$ cat src/rtl/mem_access_unit_pkg.sv
// Shared definitions for the data-memory access stage: funct3 codes, FSM encoding
// and the request legality / alignment helpers.
package mem_access_unit_pkg;

  localparam logic [2:0] LB  = 3'd0;
  localparam logic [2:0] LH  = 3'd1;
  localparam logic [2:0] LW  = 3'd2;
  localparam logic [2:0] LBU = 3'd4;
  localparam logic [2:0] LHU = 3'd5;
  localparam logic [2:0] SB  = 3'd0;
  localparam logic [2:0] SH  = 3'd1;
  localparam logic [2:0] SW  = 3'd2;

  typedef enum logic [1:0] {
    IDLE   = 2'd0,
    ACCESS = 2'd1,
    RESP   = 2'd2
  } state_t;

  // Store funct3 values alias the signed load codes, so one table covers both.
  function automatic logic is_misaligned(input logic [2:0] funct3, input logic [1:0] addr_lo);
    case (funct3)
      LH, LHU: return addr_lo[0];
      LW:      return addr_lo != 2'b00;
      default: return 1'b0;
    endcase
  endfunction

  function automatic logic is_legal(input logic we, input logic [2:0] funct3);
    if (we) return funct3 inside {SB, SH, SW};
    else    return funct3 inside {LB, LH, LW, LBU, LHU};
  endfunction

endpackage

$ cat src/rtl/mem_access_unit_if.sv
// Request, data-memory and response signals of the access stage.
// slave is the access unit's view; master is the surrounding pipeline/memory.
interface mem_access_unit_if #(parameter int ADDR_W = 6);

  logic              req_valid;
  logic              req_ready;
  logic              req_we;
  logic [2:0]        req_funct3;
  logic [ADDR_W-1:0] req_addr;
  logic [31:0]       req_wdata;

  logic              mem_req;
  logic              mem_we;
  logic [3:0]        mem_be;
  logic [ADDR_W-3:0] mem_addr;
  logic [31:0]       mem_wdata;
  logic              mem_ack;
  logic [31:0]       mem_rdata;

  logic              rsp_valid;
  logic              rsp_is_load;
  logic [31:0]       rsp_mem_data;
  logic [ADDR_W-1:0] rsp_addr;
  logic [2:0]        rsp_funct3;
  logic              rsp_misalign;
  logic              rsp_bus_err;

  modport slave (
    input  req_valid, req_we, req_funct3, req_addr, req_wdata, mem_ack, mem_rdata,
    output req_ready, mem_req, mem_we, mem_be, mem_addr, mem_wdata,
           rsp_valid, rsp_is_load, rsp_mem_data, rsp_addr, rsp_funct3,
           rsp_misalign, rsp_bus_err
  );

  modport master (
    output req_valid, req_we, req_funct3, req_addr, req_wdata, mem_ack, mem_rdata,
    input  req_ready, mem_req, mem_we, mem_be, mem_addr, mem_wdata,
           rsp_valid, rsp_is_load, rsp_mem_data, rsp_addr, rsp_funct3,
           rsp_misalign, rsp_bus_err
  );

endinterface

$ cat src/rtl/mem_access_unit_store_lane_align.sv
// Maps a low-aligned store operand onto the byte lanes of a 32-bit word.
// Lane data is replicated so any enabled lane already carries the right bytes.
module store_lane_align
  import mem_access_unit_pkg::*;
(
  input  logic [2:0]  funct3,
  input  logic [1:0]  addr_lo,
  input  logic [31:0] wdata,
  output logic [3:0]  be,
  output logic [31:0] lane_data
);

  always_comb begin
    be        = 4'b1111;
    lane_data = wdata;
    case (funct3)
      SB: begin
        be        = 4'b0001 << addr_lo;
        lane_data = {4{wdata[7:0]}};
      end
      SH: begin
        be        = addr_lo[1] ? 4'b1100 : 4'b0011;
        lane_data = {2{wdata[15:0]}};
      end
      default: begin
        be        = 4'b1111;
        lane_data = wdata;
      end
    endcase
  end

endmodule

$ cat src/rtl/mem_access_unit.sv
// Data-memory access stage: validates one load/store at a time, drives the
// req/ack memory port with a timeout and returns a one-cycle response.
module mem_access_unit
  import mem_access_unit_pkg::*;
#(
  parameter int ADDR_W         = 6,
  parameter int TIMEOUT_CYCLES = 15
) (
  input  logic              clk,
  input  logic              rst_n,
  mem_access_unit_if.slave  bus
);

  localparam int CNT_W = $clog2(TIMEOUT_CYCLES + 1);

  state_t             state, state_next;
  logic [CNT_W-1:0]   wait_cnt;
  logic               req_bad;
  logic               timeout;
  logic [3:0]         st_be;
  logic [31:0]        st_data;

  logic               mem_we_q;
  logic [3:0]         mem_be_q;
  logic [ADDR_W-3:0]  mem_addr_q;
  logic [31:0]        mem_wdata_q;
  logic               rsp_is_load_q;
  logic [31:0]        rsp_mem_data_q;
  logic [ADDR_W-1:0]  rsp_addr_q;
  logic [2:0]         rsp_funct3_q;
  logic               rsp_misalign_q;
  logic               rsp_bus_err_q;

  store_lane_align u_align (
    .funct3    (bus.req_funct3),
    .addr_lo   (bus.req_addr[1:0]),
    .wdata     (bus.req_wdata),
    .be        (st_be),
    .lane_data (st_data)
  );

  assign req_bad = !is_legal(bus.req_we, bus.req_funct3) ||
                   is_misaligned(bus.req_funct3, bus.req_addr[1:0]);
  // A late ack in the final allowed cycle still completes normally.
  assign timeout = !bus.mem_ack && (wait_cnt == CNT_W'(TIMEOUT_CYCLES - 1));

  always_ff @(posedge clk or negedge rst_n) begin
    if (!rst_n) state <= IDLE;
    else        state <= state_next;
  end

  always_comb begin
    state_next = state;
    case (state)
      IDLE:    if (bus.req_valid) state_next = req_bad ? RESP : ACCESS;
      ACCESS:  if (bus.mem_ack || timeout) state_next = RESP;
      RESP:    state_next = IDLE;
      default: state_next = IDLE;
    endcase
  end

  always_comb begin
    bus.req_ready = (state == IDLE);
    bus.mem_req   = (state == ACCESS);
    bus.rsp_valid = (state == RESP);
  end

  always_ff @(posedge clk or negedge rst_n) begin
    if (!rst_n) begin
      wait_cnt       <= '0;
      mem_we_q       <= 1'b0;
      mem_be_q       <= '0;
      mem_addr_q     <= '0;
      mem_wdata_q    <= '0;
      rsp_is_load_q  <= 1'b0;
      rsp_mem_data_q <= '0;
      rsp_addr_q     <= '0;
      rsp_funct3_q   <= '0;
      rsp_misalign_q <= 1'b0;
      rsp_bus_err_q  <= 1'b0;
    end else begin
      case (state)
        IDLE: if (bus.req_valid) begin
          rsp_addr_q     <= bus.req_addr;
          rsp_funct3_q   <= bus.req_funct3;
          rsp_is_load_q  <= !bus.req_we;
          rsp_mem_data_q <= '0;
          rsp_bus_err_q  <= 1'b0;
          rsp_misalign_q <= req_bad;
          wait_cnt       <= '0;
          if (!req_bad) begin
            mem_we_q    <= bus.req_we;
            mem_addr_q  <= bus.req_addr[ADDR_W-1:2];
            mem_be_q    <= bus.req_we ? st_be : 4'b1111;
            mem_wdata_q <= bus.req_we ? st_data : 32'd0;
          end
        end
        ACCESS: begin
          if (bus.mem_ack) begin
            if (rsp_is_load_q) rsp_mem_data_q <= bus.mem_rdata;
            mem_we_q <= 1'b0;
            wait_cnt <= '0;
          end else if (timeout) begin
            rsp_bus_err_q  <= 1'b1;
            rsp_mem_data_q <= '0;
            mem_we_q       <= 1'b0;
            wait_cnt       <= '0;
          end else begin
            wait_cnt <= wait_cnt + CNT_W'(1);
          end
        end
        default: ;
      endcase
    end
  end

  assign bus.mem_we       = mem_we_q;
  assign bus.mem_be       = mem_be_q;
  assign bus.mem_addr     = mem_addr_q;
  assign bus.mem_wdata    = mem_wdata_q;
  assign bus.rsp_is_load  = rsp_is_load_q;
  assign bus.rsp_mem_data = rsp_mem_data_q;
  assign bus.rsp_addr     = rsp_addr_q;
  assign bus.rsp_funct3   = rsp_funct3_q;
  assign bus.rsp_misalign = rsp_misalign_q;
  assign bus.rsp_bus_err  = rsp_bus_err_q;

endmodule

$ cat src/flat_wrapper.sv
// flat-port wrapper written by rule: the top's interface ports become plain ports
module mem_access_unit_flat import mem_access_unit_pkg::*;
#(
  parameter int ADDR_W         = 6,
  parameter int TIMEOUT_CYCLES = 15
)
  (clk, rst_n, bus_req_valid, bus_req_we, bus_req_funct3, bus_req_addr, bus_req_wdata, bus_mem_ack, bus_mem_rdata, bus_req_ready, bus_mem_req, bus_mem_we, bus_mem_be, bus_mem_addr, bus_mem_wdata, bus_rsp_valid, bus_rsp_is_load, bus_rsp_mem_data, bus_rsp_addr, bus_rsp_funct3, bus_rsp_misalign, bus_rsp_bus_err);
  mem_access_unit_if #(.ADDR_W(ADDR_W)) bus_i ();
  input  logic clk;
  input  logic rst_n;
  input wire logic [$bits(bus_i.req_valid)-1:0] bus_req_valid;
  input wire logic [$bits(bus_i.req_we)-1:0] bus_req_we;
  input wire logic [$bits(bus_i.req_funct3)-1:0] bus_req_funct3;
  input wire logic [$bits(bus_i.req_addr)-1:0] bus_req_addr;
  input wire logic [$bits(bus_i.req_wdata)-1:0] bus_req_wdata;
  input wire logic [$bits(bus_i.mem_ack)-1:0] bus_mem_ack;
  input wire logic [$bits(bus_i.mem_rdata)-1:0] bus_mem_rdata;
  output wire logic [$bits(bus_i.req_ready)-1:0] bus_req_ready;
  output wire logic [$bits(bus_i.mem_req)-1:0] bus_mem_req;
  output wire logic [$bits(bus_i.mem_we)-1:0] bus_mem_we;
  output wire logic [$bits(bus_i.mem_be)-1:0] bus_mem_be;
  output wire logic [$bits(bus_i.mem_addr)-1:0] bus_mem_addr;
  output wire logic [$bits(bus_i.mem_wdata)-1:0] bus_mem_wdata;
  output wire logic [$bits(bus_i.rsp_valid)-1:0] bus_rsp_valid;
  output wire logic [$bits(bus_i.rsp_is_load)-1:0] bus_rsp_is_load;
  output wire logic [$bits(bus_i.rsp_mem_data)-1:0] bus_rsp_mem_data;
  output wire logic [$bits(bus_i.rsp_addr)-1:0] bus_rsp_addr;
  output wire logic [$bits(bus_i.rsp_funct3)-1:0] bus_rsp_funct3;
  output wire logic [$bits(bus_i.rsp_misalign)-1:0] bus_rsp_misalign;
  output wire logic [$bits(bus_i.rsp_bus_err)-1:0] bus_rsp_bus_err;
  assign bus_i.req_valid = bus_req_valid;
  assign bus_i.req_we = bus_req_we;
  assign bus_i.req_funct3 = bus_req_funct3;
  assign bus_i.req_addr = bus_req_addr;
  assign bus_i.req_wdata = bus_req_wdata;
  assign bus_i.mem_ack = bus_mem_ack;
  assign bus_i.mem_rdata = bus_mem_rdata;
  assign bus_req_ready = bus_i.req_ready;
  assign bus_mem_req = bus_i.mem_req;
  assign bus_mem_we = bus_i.mem_we;
  assign bus_mem_be = bus_i.mem_be;
  assign bus_mem_addr = bus_i.mem_addr;
  assign bus_mem_wdata = bus_i.mem_wdata;
  assign bus_rsp_valid = bus_i.rsp_valid;
  assign bus_rsp_is_load = bus_i.rsp_is_load;
  assign bus_rsp_mem_data = bus_i.rsp_mem_data;
  assign bus_rsp_addr = bus_i.rsp_addr;
  assign bus_rsp_funct3 = bus_i.rsp_funct3;
  assign bus_rsp_misalign = bus_i.rsp_misalign;
  assign bus_rsp_bus_err = bus_i.rsp_bus_err;
  mem_access_unit #(.ADDR_W(ADDR_W), .TIMEOUT_CYCLES(TIMEOUT_CYCLES)) u_core (.clk(clk), .rst_n(rst_n), .bus(bus_i));
endmodule
$ cat config.mk
export PLATFORM = sky130hd
export DESIGN_NAME = mem_access_unit_flat
export DESIGN_NICKNAME = d
export VERILOG_FILES = /design/src/rtl/mem_access_unit_pkg.sv /design/src/rtl/mem_access_unit_if.sv /design/src/rtl/mem_access_unit_store_lane_align.sv /design/src/rtl/mem_access_unit.sv /design/src/flat_wrapper.sv
export SDC_FILE = /design/constraint.sdc
export NUM_CORES = 1
export LEC_CHECK = 0
export ABC_AREA = 1
export CAP_MARGIN = 20
export CORE_MARGIN = 2
export CORE_UTILIZATION = 40
export CTS_CLUSTER_SIZE = 40
export DETAILED_ROUTE_END_ITERATION = 7
export PLACE_DENSITY_LB_ADDON = 0.15
export SLEW_MARGIN = 20
export SYNTH_ARGS = -nofsm -noshare
export SYNTH_HDL_FRONTEND = slang
export SYNTH_SLANG_ARGS = --single-unit
$ cat constraint.sdc
create_clock -name clk -period 1.5 [get_ports clk]
set_clock_uncertainty 0.15 [all_clocks]
set_input_delay 0.225 -clock clk [delete_from_list [all_inputs] [get_ports clk]]
set_output_delay 0.225 -clock clk [all_outputs]
set_load 0.1 [all_outputs]
Word level (Yosys, flattened, before mapping):

Cells that the tools add are included.
Widths: inputs -> output; s select.

* output and inout port bits: 88
* register bits after elaboration: 91
* RAM bits: 0
* memory bits (read-only): 0
* latch bits: 0
* memories kept: 0

* add/subtract/negate cells: 1
* reductions and logical operators: 20
* $lt $le $gt $ge: 0
* $mul: 0
* divide/modulo/power cells: 0
* shift-type cells: 1
* multiplexer cells: 29
* equality and inequality tests: 14
* bitwise operators: 1

Operators with widths (number)
* $mux 32: 5
* $pmux 32 s2: 2
* $mux 4: 5
* $pmux 4 s2: 2
* $reduce_and 4->1: 3
* $mux 1: 8
* $eq 3x3->1 const B: 2
* $mux 2: 3
* $ne 2x2->1 const B: 3
* $ne 3x2->1 const B: 2
* $pmux 1 s2: 3
* $reduce_and 2->1: 3
* $reduce_bool 5->1: 1
* $add 4x1->4 const B: 1
* $eq 4x4->1 const B: 1
* $ne 2x1->1 const B: 2
* $pmux 2 s2: 1
* $reduce_bool 2->1: 2
* $shl 1x2->4 const A: 1
* $eq 3x1->1 const B: 1
* $eq 3x2->1 const B: 1
* $logic_not 1->1: 3
* $logic_not 3->1: 1
* $reduce_and 3->1: 1
* 8 further kinds: 9

Longest topological paths before layout:

* word-level depth: 8
* depth in mapped cells: 10
* depth with buffers taken out: 9

Modules after synthesis:

A second synthesis with hierarchy kept.

* cell total of the unflattened synthesis: 589
* area, all modules: 4495.6 um2

By module, submodules not included
* mem_access_unit: cells an instance 482, area an instance 3996.3 um2, times used 1
* store_lane_align: cells an instance 107, area an instance 499.2 um2, times used 1

Least setup slack after synthesis:

OpenSTA, ideal clock, no wires.

* path type: reg2out
* from: register u_core.state[0]
* to: output port bus_rsp_valid
* slack: -0.603 ns
* buffers on the path: 0
* data required time: 1.125 ns
* cell stages (with the launch flop): 2
* arrival: 1.728 ns
* path through: dfrtp_1 > nor2_1

* word-level cells in the longest chain between the ends: 1

RTL lines
* start: declaration: RTL line mem_access_unit.sv:16 `state_t state, state_next;`
* start signal: assignment: RTL line mem_access_unit.sv:49 `else state <= state_next;`
* $eq 2x2->1: RTL line mem_access_unit.sv:65 `bus.rsp_valid = (state == RESP);`
* end: declaration: RTL line flat_wrapper.sv:24 `output wire logic [$bits(bus_i.rsp_valid)-1:0] bus_rsp_valid;`

Every way passes these cells.

Final worst setup path:

* from: register u_core.state[0]
* to: output port bus_req_ready

* word-level cells in the longest chain between the ends: 1

RTL lines
* $logic_not 2->1: RTL line mem_access_unit.sv:63 `bus.req_ready = (state == IDLE);`
* end: declaration: RTL line flat_wrapper.sv:18 `output wire logic [$bits(bus_i.req_ready)-1:0] bus_req_ready;`

Every way passes these cells.

==> out/results.tsv <==
metric	value	unit
placed instance count	883	
Synth top area share	51.6	%
DRC	0	
count leader, synth	nand2_1	
register area	2280	um^2
critical path endpoint category	primary output	
share of layout cells above drive strength 1	29.6	%
DR pass1 iterations	4	
YS warnings	0	
Post-synth EDFFs	0	
met1 Usage GRT	27.8	%
CTS Root Cell	clkbuf_8	
Die H	109	um
CTS Buf Count	9	
sequential share of the synthesized area	51.6	%
max cap viols	0	
Finished Layout Cells	916	
Yosys reg bits	91	
Worst Hold Slack	171	ps
Max Buffers Root-to-Sink	2	
Max FO, Critical Path	5	
Max Fclk	0.608	GHz
clock latency on the worst-skew pair	360	ps
Hold Path Class	in -> async	
dominant cells by area after synthesis	dfrtp_1 52%, nand2_1 23%, nor2_1 4.7%, nand3_1 4.3%, inv_1 2.3%	
syn avg cell area	7.72	um^2
clock period minus worst slack	1650	ps
first-pass GRT wire length	21.4	mm
RSZ-0062 raised after global routing	true	
drt wl/cell	15.4	um
post-layout util	74.9	%
overall routing resource usage	23.2	%
HPWL Detailed	9.42	mm
Final Hold Vio Count	0	
number of port buffers	165	
vias in the first global route	4392	
cells after synthesis	572	
# rows	38	
initial antenna violation count	0	
fin worst setup slack	-145	ps
Core ar.	10800	um^2
Antenna diodes	0	
I/O Pins	166	
failing checks	negative setup slack	
ANT nets after route	0	
die area	11900	um^2
status	complete, but fails checks	
Via density	4.88	
nets	851	
Final Max Slew Viols	0	
1st-iter DRT viols	272	
syn_nets	652	
Crit path required time	1120	ps
vias after detailed routing	4467	
H-tree levels	3	
total grt overflow	0	
CTS tree	yes	
fin crit share	110	%
Initial Util	40.9	%
clk slew on worst S/H paths	90	ps
routability cong.	0.817	
clock sinks	91	
Worst VDD drop	1.82	mV
slew margin rel.	74.6	%
number of fill cells	758	
multi-input logic area	2110	um^2
area leader, netlist	dfrtp_1	
measured slew at the worst slew-check pin	381	ps
Slowest Stage Delay on Critical Path	500	ps
crit-path cells	nor2_4, buf_6, buf_12	
largest net degree at the start of global routing	37	
Post-Route WL	14.1	mm
GRT Max-Usage Layer	met2	
routing usage on met3	6.87	%
type of origin of the critical path	flip-flop	
grt met2 use	39.4	%
Lkg Pwr	3.93	nW
most frequent cells after synthesis	266 x nand2_1, 91 x dfrtp_1, 55 x nor2_1	
Final setup viols	80	
Worst path slowest cell	dfrtp_2	
Die Width	109	um
synthesis-to-layout area growth	83.0	%
predominant post-synthesis flop cell	dfrtp_1	
ys async rst share	100	%
Arrival @ worst endpoint	1270	ps
Post-Syn Area	4420	um^2
Setup CP Type	reg -> out	
power per cell area	2030	nW/um^2
Distinct cells, synth	26	
## cell families after synthesis
family | count (synthesis) | synth area share, %
flip-flops | 91 | 51.6
adder cells (fa/ha/maj) | 2 | 0.566
AO/OA/AOI/OAI | 41 | 5.04
AND/OR/NAND/NOR | 380 | 36.2
buffers and inverters | 58 | 6.63
## cell type report
| cell class | instances | area share (%) |
|---|---|---|
| clock inverter | 6 | 1.10 |
| inverter | 28 | 1.47 |
| clock buffer | 10 | 1.70 |
| sequential | 91 | 28.2 |
| tap | 140 | 2.17 |
| timing repair buffer | 216 | 39.2 |
| multi-input combinational | 425 | 26.1 |
## flip-flops by register name, summed over array words and instances, names as in the netlist, 2 cells and up
register	flops
u_core.wait_cnt	4
u_core.bus.mem_be	4
u_core.state	2
u_core.bus.rsp_funct3	3
u_core.bus.mem_addr	4
u_core.bus.rsp_mem_data	32
u_core.bus.rsp_addr	6
u_core.bus.mem_wdata	32
## per-layer routing
| layer | up-vias | part of all wire [%] |
|---|---|---|
| met5 | - | 0 |
| met2 | 173 | 51 |
| met1 | 2104 | 39 |
| li1 | 2163 | - |
| met3 | 27 | 8.5 |
| met4 | 0 | 2.3 |
## power breakdown
part | internal [mW] | leakage [nW] | switching [mW]
logic | 3.78 | 2.63 | 6.81
registers | 3.13 | 1.20 | 0.808
clock network | 0.984 | 0.108 | 0.909
total | 7.89 | 3.93 | 8.52
## metrics by stage
stage	area, um^2	TNS [ps]	setup slack, ps	total power [mW]
6_report	8080	-7390	-145	16.4
5_1_grt	8080	-13110	-211	17.0
4_1_cts	7860	-9320	-183	16.2
3_5_place_dp	7370	-25060	-353	13.9
3_3_place_gp	7370	-22280	-333	13.7
2_1_floorplan	4450	-31550	-405	9.72
## final timing paths
kind,startpoint,to,slack (ps),cells past startpoint
worst max register to register,u_core.wait_cnt[0],u_core.bus.rsp_mem_data[12],-140,10
min in group clk,bus_req_addr[2],u_core.bus.mem_addr[0],270,3
worst min register to register,u_core.bus.mem_wdata[6],u_core.bus.mem_wdata[6],390,2
worst min-delay path,rst_n,u_core.bus.rsp_mem_data[28],170,2
worst max-delay path,u_core.state[0],bus_req_ready,-150,3
max in group asynchronous,rst_n,u_core.bus.rsp_mem_data[17],500,3
## worst max-delay path: cells and delay by family (launching register included)
kind	cells	cell delay, ps
buffers and inverters	2	280
and+or+nand+nor	1	130
DFF	1	500
## layout by cell type, fill, tap and decap left out, drive strengths merged
cell / synthesis / layout
nand2: 271 / 273
buf: 21 / 137
dfrtp: 91 / 91
clkdlybuf4s50: 0 / 76
nor2: 59 / 59
nand3: 42 / 42
inv: 28 / 27
o21ai: 24 / 24
a21oi: 13 / 13
clkbuf: 9 / 12
or2: 6 / 6
clkinvlp: 0 / 3
o211ai: 3 / 3
nor3: 2 / 2
bufinv: 0 / 2
ha: 2 / 2
clkinv: 0 / 2
o21a: 1 / 1
dlygate4sd3: 0 / 1
## timing repair
item,4_1_cts,5_1_grt
pin swaps,15,17
endpoints found under the setup margin,40,85
hold buffers,1,0
buffers inserted,10,3
endpoints found under the hold margin,91,0
resized for setup,23,49
cloned,2,4
Note: power is estimated with default switching activity, not from simulation.
